<file path="src/rtl/count_timer.sv">
// Up/down counter-timer with wrap, saturate and one-shot modes, compare match and sticky irq.
// Optional prescaler enabled by defining COUNT_PRESCALE_EN.
module count_timer #(
    parameter int WIDTH      = 12,
    parameter int PRESCALE_W = 8
) (
    input  logic                  clk_i,
    input  logic                  rst_i,
    input  logic                  en_i,
    input  logic                  dir_i,
    input  logic [1:0]            mode_i,
    input  logic                  load_i,
    input  logic [WIDTH-1:0]      load_val_i,
    input  logic [WIDTH-1:0]      cmp_i,
`ifdef COUNT_PRESCALE_EN
    input  logic [PRESCALE_W-1:0] prescale_i,
`endif
    input  logic                  irq_clr_i,
    output logic [WIDTH-1:0]      count_o,
    output logic                  match_o,
    output logic                  wrap_o,
    output logic                  done_o,
    output logic                  irq_o
);

    typedef enum logic {RUN = 1'b0, DONE = 1'b1} state_t;

    if (WIDTH < 2 || WIDTH > 32 || PRESCALE_W < 1) begin : g_bad_param
        $error("count_timer: illegal WIDTH or PRESCALE_W");
    end

    state_t           state_q, state_d;
    logic [WIDTH-1:0] count_q, count_d;
    logic             match_q, match_d;
    logic             wrap_q, wrap_d;
    logic             irq_q, irq_d;
    logic             tick_s;
    logic             at_bound_s;
    logic [WIDTH-1:0] step_s;
    logic [WIDTH-1:0] wrap_val_s;

`ifdef COUNT_PRESCALE_EN
    logic [PRESCALE_W-1:0] presc_q, presc_d;

    // Prescaler: a load restarts the period; otherwise it advances on each enabled cycle.
    always_comb begin
        presc_d = presc_q;
        tick_s  = 1'b0;
        if (load_i) begin
            presc_d = '0;
        end else if (en_i) begin
            if (presc_q == prescale_i) begin
                presc_d = '0;
                tick_s  = 1'b1;
            end else begin
                presc_d = presc_q + PRESCALE_W'(1);
            end
        end else begin
            presc_d = presc_q;
        end
    end

    // Prescaler register.
    always_ff @(posedge clk_i or posedge rst_i) begin
        if (rst_i) begin
            presc_q <= '0;
        end else begin
            presc_q <= presc_d;
        end
    end
`else
    assign tick_s = en_i;
`endif

    assign at_bound_s = dir_i ? (&count_q) : ~(|count_q);
    assign step_s     = dir_i ? (count_q + WIDTH'(1)) : (count_q - WIDTH'(1));
    assign wrap_val_s = dir_i ? '0 : '1;

    // Next-state: load beats tick beats hold; match only on a tick that changed the count.
    always_comb begin
        state_d = state_q;
        count_d = count_q;
        match_d = 1'b0;
        wrap_d  = 1'b0;
        if (load_i) begin
            count_d = load_val_i;
            state_d = RUN;
        end else if (tick_s && (state_q == RUN)) begin
            if (!at_bound_s) begin
                count_d = step_s;
                match_d = (step_s == cmp_i);
            end else begin
                case (mode_i)
                    2'b01: begin
                        count_d = count_q;
                    end
                    2'b10: begin
                        state_d = DONE;
                        wrap_d  = 1'b1;
                    end
                    default: begin
                        count_d = wrap_val_s;
                        wrap_d  = 1'b1;
                        match_d = (wrap_val_s == cmp_i);
                    end
                endcase
            end
        end else begin
            count_d = count_q;
        end
    end

    // Sticky interrupt: a pending match/wrap pulse beats a simultaneous clear.
    always_comb begin
        if (match_q || wrap_q) begin
            irq_d = 1'b1;
        end else if (irq_clr_i) begin
            irq_d = 1'b0;
        end else begin
            irq_d = irq_q;
        end
    end

    // State and output registers.
    always_ff @(posedge clk_i or posedge rst_i) begin
        if (rst_i) begin
            state_q <= RUN;
            count_q <= '0;
            match_q <= 1'b0;
            wrap_q  <= 1'b0;
            irq_q   <= 1'b0;
        end else begin
            state_q <= state_d;
            count_q <= count_d;
            match_q <= match_d;
            wrap_q  <= wrap_d;
            irq_q   <= irq_d;
        end
    end

    assign count_o = count_q;
    assign match_o = match_q;
    assign wrap_o  = wrap_q;
    assign done_o  = (state_q == DONE);
    assign irq_o   = irq_q;

endmodule

</file>
<file path="config.mk">
export PLATFORM = sky130hd
export DESIGN_NAME = count_timer
export DESIGN_NICKNAME = d
export VERILOG_FILES = /design/src/rtl/count_timer.sv
export SDC_FILE = /design/constraint.sdc
export NUM_CORES = 1
export LEC_CHECK = 0
export BUFFER_PORTS_ARGS = -buffer_cell sky130_fd_sc_hd__buf_2
export CORE_MARGIN = 2
export CORE_UTILIZATION = 35
export CTS_BUF_LIST = sky130_fd_sc_hd__clkbuf_8
export CTS_CLUSTER_DIAMETER = 200
export CTS_CLUSTER_SIZE = 16
export DETAILED_ROUTE_END_ITERATION = 7
export GPL_ROUTABILITY_DRIVEN = 0
export GPL_TIMING_DRIVEN = 0
export PLACE_DENSITY = 0.65
export REMOVE_ABC_BUFFERS = 1
export SLEW_MARGIN = 20
export SYNTH_ARGS = -nofsm -noshare
export SYNTH_HDL_FRONTEND = slang
export SYNTH_SLANG_ARGS = --single-unit
</file>
<file path="constraint.sdc">
create_clock -name clk_i -period 8 [get_ports clk_i]
set_input_delay 1.6 -clock clk_i [delete_from_list [all_inputs] [get_ports clk_i]]
set_output_delay 1.6 -clock clk_i [all_outputs]
set_load 0.01 [all_outputs]
</file>
==> summary.md, run 1 <==
| Metric | Value |
|---|---|
| Status | `complete, no violations` |
| Htree depth | `1` |
| Crit Reg-Reg Endpoint | `match_o` |
| Bufs and invs on worst path | `2` |
| Static leakage | `between 0.9 and 1 nW` |
| Synth Area in Simple Gates | `25.2%` |
| Cell area after synthesis | `between 1500 and 2000 um2` |
| Die width | `75.5 um` |
| Area grow syn2layout | `18.3%` |
| Max-cap violations | `0` |
| Synth top area cells | `dfrtp_1 22%, ha_1 8.4%, xnor2_1 8.3%` |
| Crit-path max cell delay | `slightly below 600 ps` |
| RSZ-0062 raised after global routing | `false` |
| CTS resizes | `0` |
| Yosys top cell by area | `dfrtp_1` |
| 1st-iter DRT viols | `98` |
| Total GRT Usage | `a little under a fifth` |
| Vias in the first global route | `between 1500 and 2000` |
| Post-synthesis mux area share | `0%` |
| Setup violators final | `0` |
| ANT cells | `0` |
| CP Launch Type | `input port` |
| Port bufs | `47` |
| Hold Path Class | `flip-flop to flip-flop` |
| Power density cells | `roughly 190 nW/um2` |
| Routed WL | `approximately 5.1 mm` |
| Setup Skew | `about 2.2 ps` |
| Final Power | `~410 uW` |
| Distinct cells, synth | `50` |
| FMAX | `216 MHz` |
| CTS sink cnt | `16` |
| Placed insts | `between 300 and 400` |
| Worst-path fanout max | `11` |
| Post-synthesis sequential area ratio | `approximately 22%` |
| Die Footprint | `around 5700 um2` |
| Nature of the critical path endpoint | `flip-flop` |
| Initial Util | `35.7%` |
| Setup bufs post-CTS | `0` |
| HP Start | `match_o` |
| R2R cell count | `9` |
| TNS Setup | `0 ps` |
| Share of layout cells above drive strength 1 | `20.8%` |
| Crit-path leading delay family | `compound AO/OA/AOI/OAI gates` |
| Non-filler cells, final | `about 340` |
| Crit-path slowest cell | `ha_1` |
| Clock root cell | `clkbuf_8` |
| Final worst slack | `~3400 ps` |
| Rows | `26` |
| Rel. slew slack | `59.7%` |
| Worst-path clk slew | `about 60 ps` |
| Dpl hpwl | `4.08 mm` |
| Top cell type's share of synthesized area | `around 22%` |
| Longest Clk Path Bufs | `2` |
| DRC | `0` |
| Final net count | `~320` |
| Detailed-route via count | `1865` |
| Synth Area in Compound Gates | `between 20% and 30%` |
| Die H | `~75 um` |
| VDD IR-drop max | `about 0.10 mV` |
| Wire per inst | `between 15 and 20 um` |
| Least-Margin Pin Slew | `604 ps` |
| Placed inst area | `just over 2000 um2` |
| Pre-Repair DR Iteration Count | `4` |
| Vias per Instance | `~5.5` |
| Number of flops mapped to enable cells by yosys | `0` |
| Origin of the critical flop-to-flop path | `count_o[0]` |
| # hold bufs at CTS | `0` |
| Cells on Worst Hold Path | `2` |
| First-pass GRT wire length | `just over 8 mm` |
| Most used DFF post-synth | `dfrtp_1` |
| Design area | `~2100 um2` |
| Ys async rst share | `100%` |
| Critical Path RT | `between 8000 and 9000 ps` |
| Initial antenna violation count | `0` |
| Hold_ws | `about 480 ps` |
| Main combinational cell family by area after synthesis | `compound AO/OA/AOI/OAI gates` |
| Place WS | `about 3200 ps` |
| Pin count of the biggest net entering global routing | `17` |
| Post-route clock period utilization | `between 50% and 60%` |
| Worst Hold End | `irq_o` |
| Kind of critical path | `input port to flip-flop` |
| Final core utilization | `between 40% and 50%` |
| Fin. Hold Viols | `0` |
| Syn Inst Count | `about 230` |
| Synth Area in Adders | `9.52%` |
| Minimum clock period | `between 4000 and 5000 ps` |
| Syn Area/Cell | `about 7.7 um2` |
| Flops & latches, synth | `16` |
| R2r setup slk | `4770 ps` |
| TritonCTS buffer count | `3` |
| Crit-path cells | `buf_2 > inv_1 > ha_1 > xnor2_1 > a22oi_1 > o211ai_1 > or4_1 > a2111o_1 > nor4_1 > a31o_1` |
| Count of pins over their slew limit | `0` |
| WP data arrival | `4820 ps` |
| Antenna Nets Post-Route | `0` |
| Core area | `between 5000 and 6000 um2` |
| CTS tree | `yes` |
| XOR/XNOR share of the synthesized area | `11.6%` |
| Congestion Overflow GR | `0` |
| Worst skew pair latency | `between 200 and 300 ps` |
| Top Ports | `48` |
| # fillers | `about 570` |
| Ys Warns | `0` |
metal layers:
metal	global-route usage, %	routed length, um
met5	0	0
met3	2.91	316
met2	29.8	2300
met4	1.36	6
met1	27.5	2490
cell type report:
class	instances	area (um2)	share of cell area, %
Timing Repair Buffer	47	235	11.1
Sequential cell	16	400	18.9
Inverter	13	48.8	2.31
Clock buffer	4	55.1	2.61
Tap cell	70	87.6	4.14
Multi-Input combinational cell	189	1290	60.9
cells in the final DEF (no fill, tap or decap), drive strengths merged, types with 2 or more instances in the layout:
cell type,synthesis,layout
nand3,5,5
inv,12,12
nand2,21,21
and3,2,2
o22ai,8,8
o211ai,3,3
nor3,9,9
and2,2,2
nor3b,3,3
a22oi,2,2
xnor2,17,17
buf,2,47
nor4,6,6
a21oi,15,15
a31oi,7,7
or4,3,3
clkbuf,11,4
o32ai,2,2
a211o,2,2
nor2,17,17
or3,2,2
ha,12,12
xor2,4,4
nand4,8,8
o21ai,12,12
dfrtp,16,16
a21o,6,6
or2,5,5
how the worst max path moves through the flow:
| stage | to | slack (ps) | cells past startpoint | start |
|---|---|---|---|---|
| final | match_o | 3370 | 10 | dir_i |
| after global placement | match_o | 3200 | 10 | dir_i |
| after floorplan | match_o | 4000 | 9 | dir_i |
| after global routing | match_o | 3190 | 10 | dir_i |
| after detailed placement | match_o | 3220 | 10 | dir_i |
| after CTS | match_o | 3450 | 10 | dir_i |
report_power, final:
group	internal, mW	switching, mW
Combinational	0.102	0.129
Clock	0.0436	0.0275
Sequential	0.0914	0.0186
cells in the mapped netlist, types with 2 or more instances:
library cell and n:
a211o_1 2, a21o_1 6, a21oi_1 15, a22oi_1 2
a31oi_1 7, and2_1 2, and3_1 2, buf_2 2
clkbuf_1 11, dfrtp_1 16, ha_1 12, inv_1 12
nand2_1 21, nand3_1 5, nand4_1 7, nor2_1 17
nor3_1 9, nor3b_1 2, nor4_1 6, o211ai_1 3
o21ai_0 4, o21ai_1 8, o22ai_1 8, o32ai_1 2
or2_1 4, or3_1 2, or4_1 2, xnor2_1 17
xor2_1 4
sequential cells by signal, summed over array words and instances (netlist names):
register	count
done_o	1
match_o	1
wrap_o	1
irq_o	1
count_o	12
cell families after synthesis:
logic type | after synthesis
AO/OA/AOI/OAI | 69
XOR/XNOR | 22
adder cells (fa/ha/maj) | 13
buffers and inverters | 26
flip-flops | 16
AND/OR/NAND/NOR | 85
worst register-to-register path, stage by stage, from the launching register on:
cell and delay [ps]:
dfrtp_1 500, inv_1 100, fa_1 510, xnor2_1 190
a31oi_1 160, o211ai_1 130, or4_1 550, a2111o_1 410
nor4_1 420, a31o_1 200
Power figures use the tool's default switching activity.
==> run 2, diff against run 1 <==
Settings changed: ABC_AREA set to 1, PLACE_DENSITY 0.65 to 0.66.
Clock period 8 ns to 4.05 ns, I/O delays scaled along.
==> summary.md, run 2 <==
| Metric | Value |
|---|---|
| Cell area after synthesis | `a little under 2000 um2` |
| Post-synthesis sequential area ratio | `20.2%` |
| Final net count | `400` |
| Top cell type's share of synthesized area | `20.2%` |
| Worst-path fanout max | `12` |
| First-pass GRT wire length | `between 9 and 10 mm` |
| Kind of critical path | `input port to flip-flop` |
| Status | `complete, no violations` |
| Congestion Overflow GR | `0` |
| Number of flops mapped to enable cells by yosys | `0` |
| Least-Margin Pin Slew | `about 640 ps` |
| Post-route clock period utilization | `between 60% and 70%` |
| Final worst slack | `1290 ps` |
| Core area | `between 5000 and 6000 um2` |
| Place WS | `just over 1000 ps` |
| TNS Setup | `0 ps` |
| P_int | `444 uW` |
| Rel. slew slack | `between 50 and 60%` |
| Port bufs | `between 40 and 50` |
| Critical Path RT | `around 4200 ps` |
| Sw frac | `between 40 and 50%` |
| Nature of the critical path endpoint | `flip-flop` |
| Worst skew pair latency | `around 250 ps` |
| TritonCTS buffer count | `3` |
| Power density cells | `~370 nW/um2` |
| VDD IR-drop max | `between 0.15 and 0.2 mV` |
| CTS tree | `yes` |
| Vias in the first global route | `1974` |
| Initial Util | `between 30% and 40%` |
| Syn Area/Cell | `6.49 um2` |
| Longest Clk Path Bufs | `2` |
| Sequential power share | `a little over a quarter` |
| Logic pwr share | `between 50% and 60%` |
| Antenna Nets Post-Route | `0` |
| Clock share of power | `approximately 14%` |
| WP data arrival | `2900 ps` |
| Crit-path max cell delay | `380 ps` |
| Synth Area in Simple Gates | `roughly 41%` |
| Clock root cell | `clkbuf_8` |
| Synth top area cells | `dfrtp_1 20%, nand2_1 17%, nand3_1 10%` |
| Ys async rst share | `between 90% and 100%` |
| Rows | `27` |
| Die H | `between 70 and 80 um` |
| Main combinational cell family by area after synthesis | `simple AND/OR/NAND/NOR gates` |
| RSZ-0062 raised after global routing | `false` |
| Initial antenna violation count | `0` |
| Hold_ws | `approximately 480 ps` |
| Area grow syn2layout | `16.8%` |
| Hold Path Class | `flip-flop to flip-flop` |
| Top-count cell post-synth | `nand2_1` |
| Post-synth top cells | `87 x nand2_1, 48 x inv_1, 40 x nand3_1, 26 x nor2_1, 16 x dfrtp_1` |
| CTS resizes | `0` |
| Crit-path leading delay family | `simple AND/OR/NAND/NOR gates` |
| Crit-path slowest cell | `ha_1` |
| Vias per Instance | `5.02` |
| Share of layout cells above drive strength 1 | `22.1%` |
| Pin count of the biggest net entering global routing | `17` |
| Yosys top cell by area | `dfrtp_1` |
| Setup violators final | `0` |
| # hold bufs at CTS | `0` |
| Wire per inst | `approximately 13 um` |
| Flops & latches, synth | `16` |
| CTS sink cnt | `16` |
| Crit-path cells | `buf_2 > inv_1 > ha_1 > or2_1 > nand3_1 > nand2_1 > nand2_1 > nand2_1 > or2_0 > nand3_1 > nand2_1 > inv_1 > o21ai_2` |
| Die Footprint | `6270 um2` |
| Setup bufs post-CTS | `0` |
| XOR/XNOR share of the synthesized area | `under 10%` |
| Most frequent cells in the layout | `87 x nand2_1, 48 x inv_1, 47 x buf_2, 40 x nand3_1, 26 x nor2_1` |
| Max FFs per register | `12` |
| Syn Inst Count | `slightly above 300` |
| Switch Pwr | `roughly 410 uW` |
| Final core utilization | `approximately 42%` |
| DRC | `0` |
| Synth Area in Adders | `around 8.6%` |
| Setup Skew | `3.54 ps` |
| Top Ports | `between 40 and 50` |
| Most common cell after layout, fill and taps aside | `nand2_1` |
| Detailed-route via count | `approximately 2100` |
| Worst-path clk slew | `roughly 60 ps` |
| Pre-Repair DR Iteration Count | `4` |
| Max-cap violations | `0` |
| Total GRT Usage | `about a fifth` |
| Most used cell, CP | `nand2_1` |
| Static leakage | `1.27 nW` |
| Bufs and invs on worst path | `3` |
| Minimum clock period | `between 2000 and 3000 ps` |
| Routed WL | `approximately 5.6 mm` |
| Htree depth | `1` |
| Distinct cells, synth | `38` |
| 1st-iter DRT viols | `between 90 and 100` |
| Count of pins over their slew limit | `0` |
| Synth Area in Compound Gates | `16.8%` |
| Dpl hpwl | `~4.7 mm` |
| FMAX | `363 MHz` |
| ANT cells | `0` |
| Fin. Hold Viols | `0` |
| CP Launch Type | `input port` |
| Ys Warns | `0` |
| Most used DFF post-synth | `dfrtp_1` |
| Post-synthesis mux area share | `0%` |
| Die width | `about 80 um` |
==> run 2: cell types whose count changed after synthesis, moves of 6 or more <==
cell and change:
clkbuf_1 -11, a21o_1 -6, nand3_1 +35, nor2_1 +9, nand2_1 +66, xnor2_1 -17
nor3_1 -7, a31oi_1 -7, inv_1 +36
==> run 2: worst min-delay path: stages, from the launching register on <==
cell	delay [ps]
dfrtp_1	340
nor2_1	50
o21ai_0	60
==> run 2: final timing paths <==
kind | slack, ps | from | end | cells past startpoint
max in group asynchronous | 3000 | rst_i | irq_o | 2
worst max-delay path | 1290 | dir_i | count_o[11] | 13
worst max register to register | 1800 | count_o[0] | match_o | 13
min in group asynchronous | 640 | rst_i | count_o[5] | 2
worst min register to register | 480 | wrap_o | irq_o | 2
worst min-delay path | 480 | wrap_o | irq_o | 2
==> run 2: logic make-up after synthesis <==
family / after synthesis
simple gates: 179
buf+inv: 52
compound gates: 43
flops: 16
fa+ha+maj: 13
xor+xnor: 2
==> run 2: per-layer routing <==
layer / part of all wire, % / track usage [%] / wire [um]
met1: 46 / 26.6 / 2600
met2: 46 / 30.4 / 2570
met3: 6.8 / 2.50 / 381
met4: 1.3 / 3.45 / 73
met5: 0 / 0 / 0
==> run 2: cell type report <==
class,instances,area (um2)
fillers,604,3160
multi-input cells,237,1350
flip-flops and latches,16,400
repair buffers,47,235
inverters,50,193
well taps,72,90.1
clock buffers,3,41.3
==> run 2: stage by stage <==
step                total power, mW  instances  area, um2
floorplan                     0.593        303       1940
global placement              0.721        422       2270
detailed placement            0.733        422       2270
CTS                           0.853        425       2310
global route                  0.941        425       2310
finish                        0.851        425       2310
==> run 2: power by group through the flow <==
stage | registers [mW] | logic [mW] | clock network (mW)
2_1_floorplan | 0.227 | 0.365 | 0
3_3_place_gp | 0.230 | 0.491 | 0
3_5_place_dp | 0.231 | 0.502 | 0
4_1_cts | 0.229 | 0.505 | 0.120
5_1_grt | 0.232 | 0.582 | 0.127
6_report | 0.228 | 0.506 | 0.118
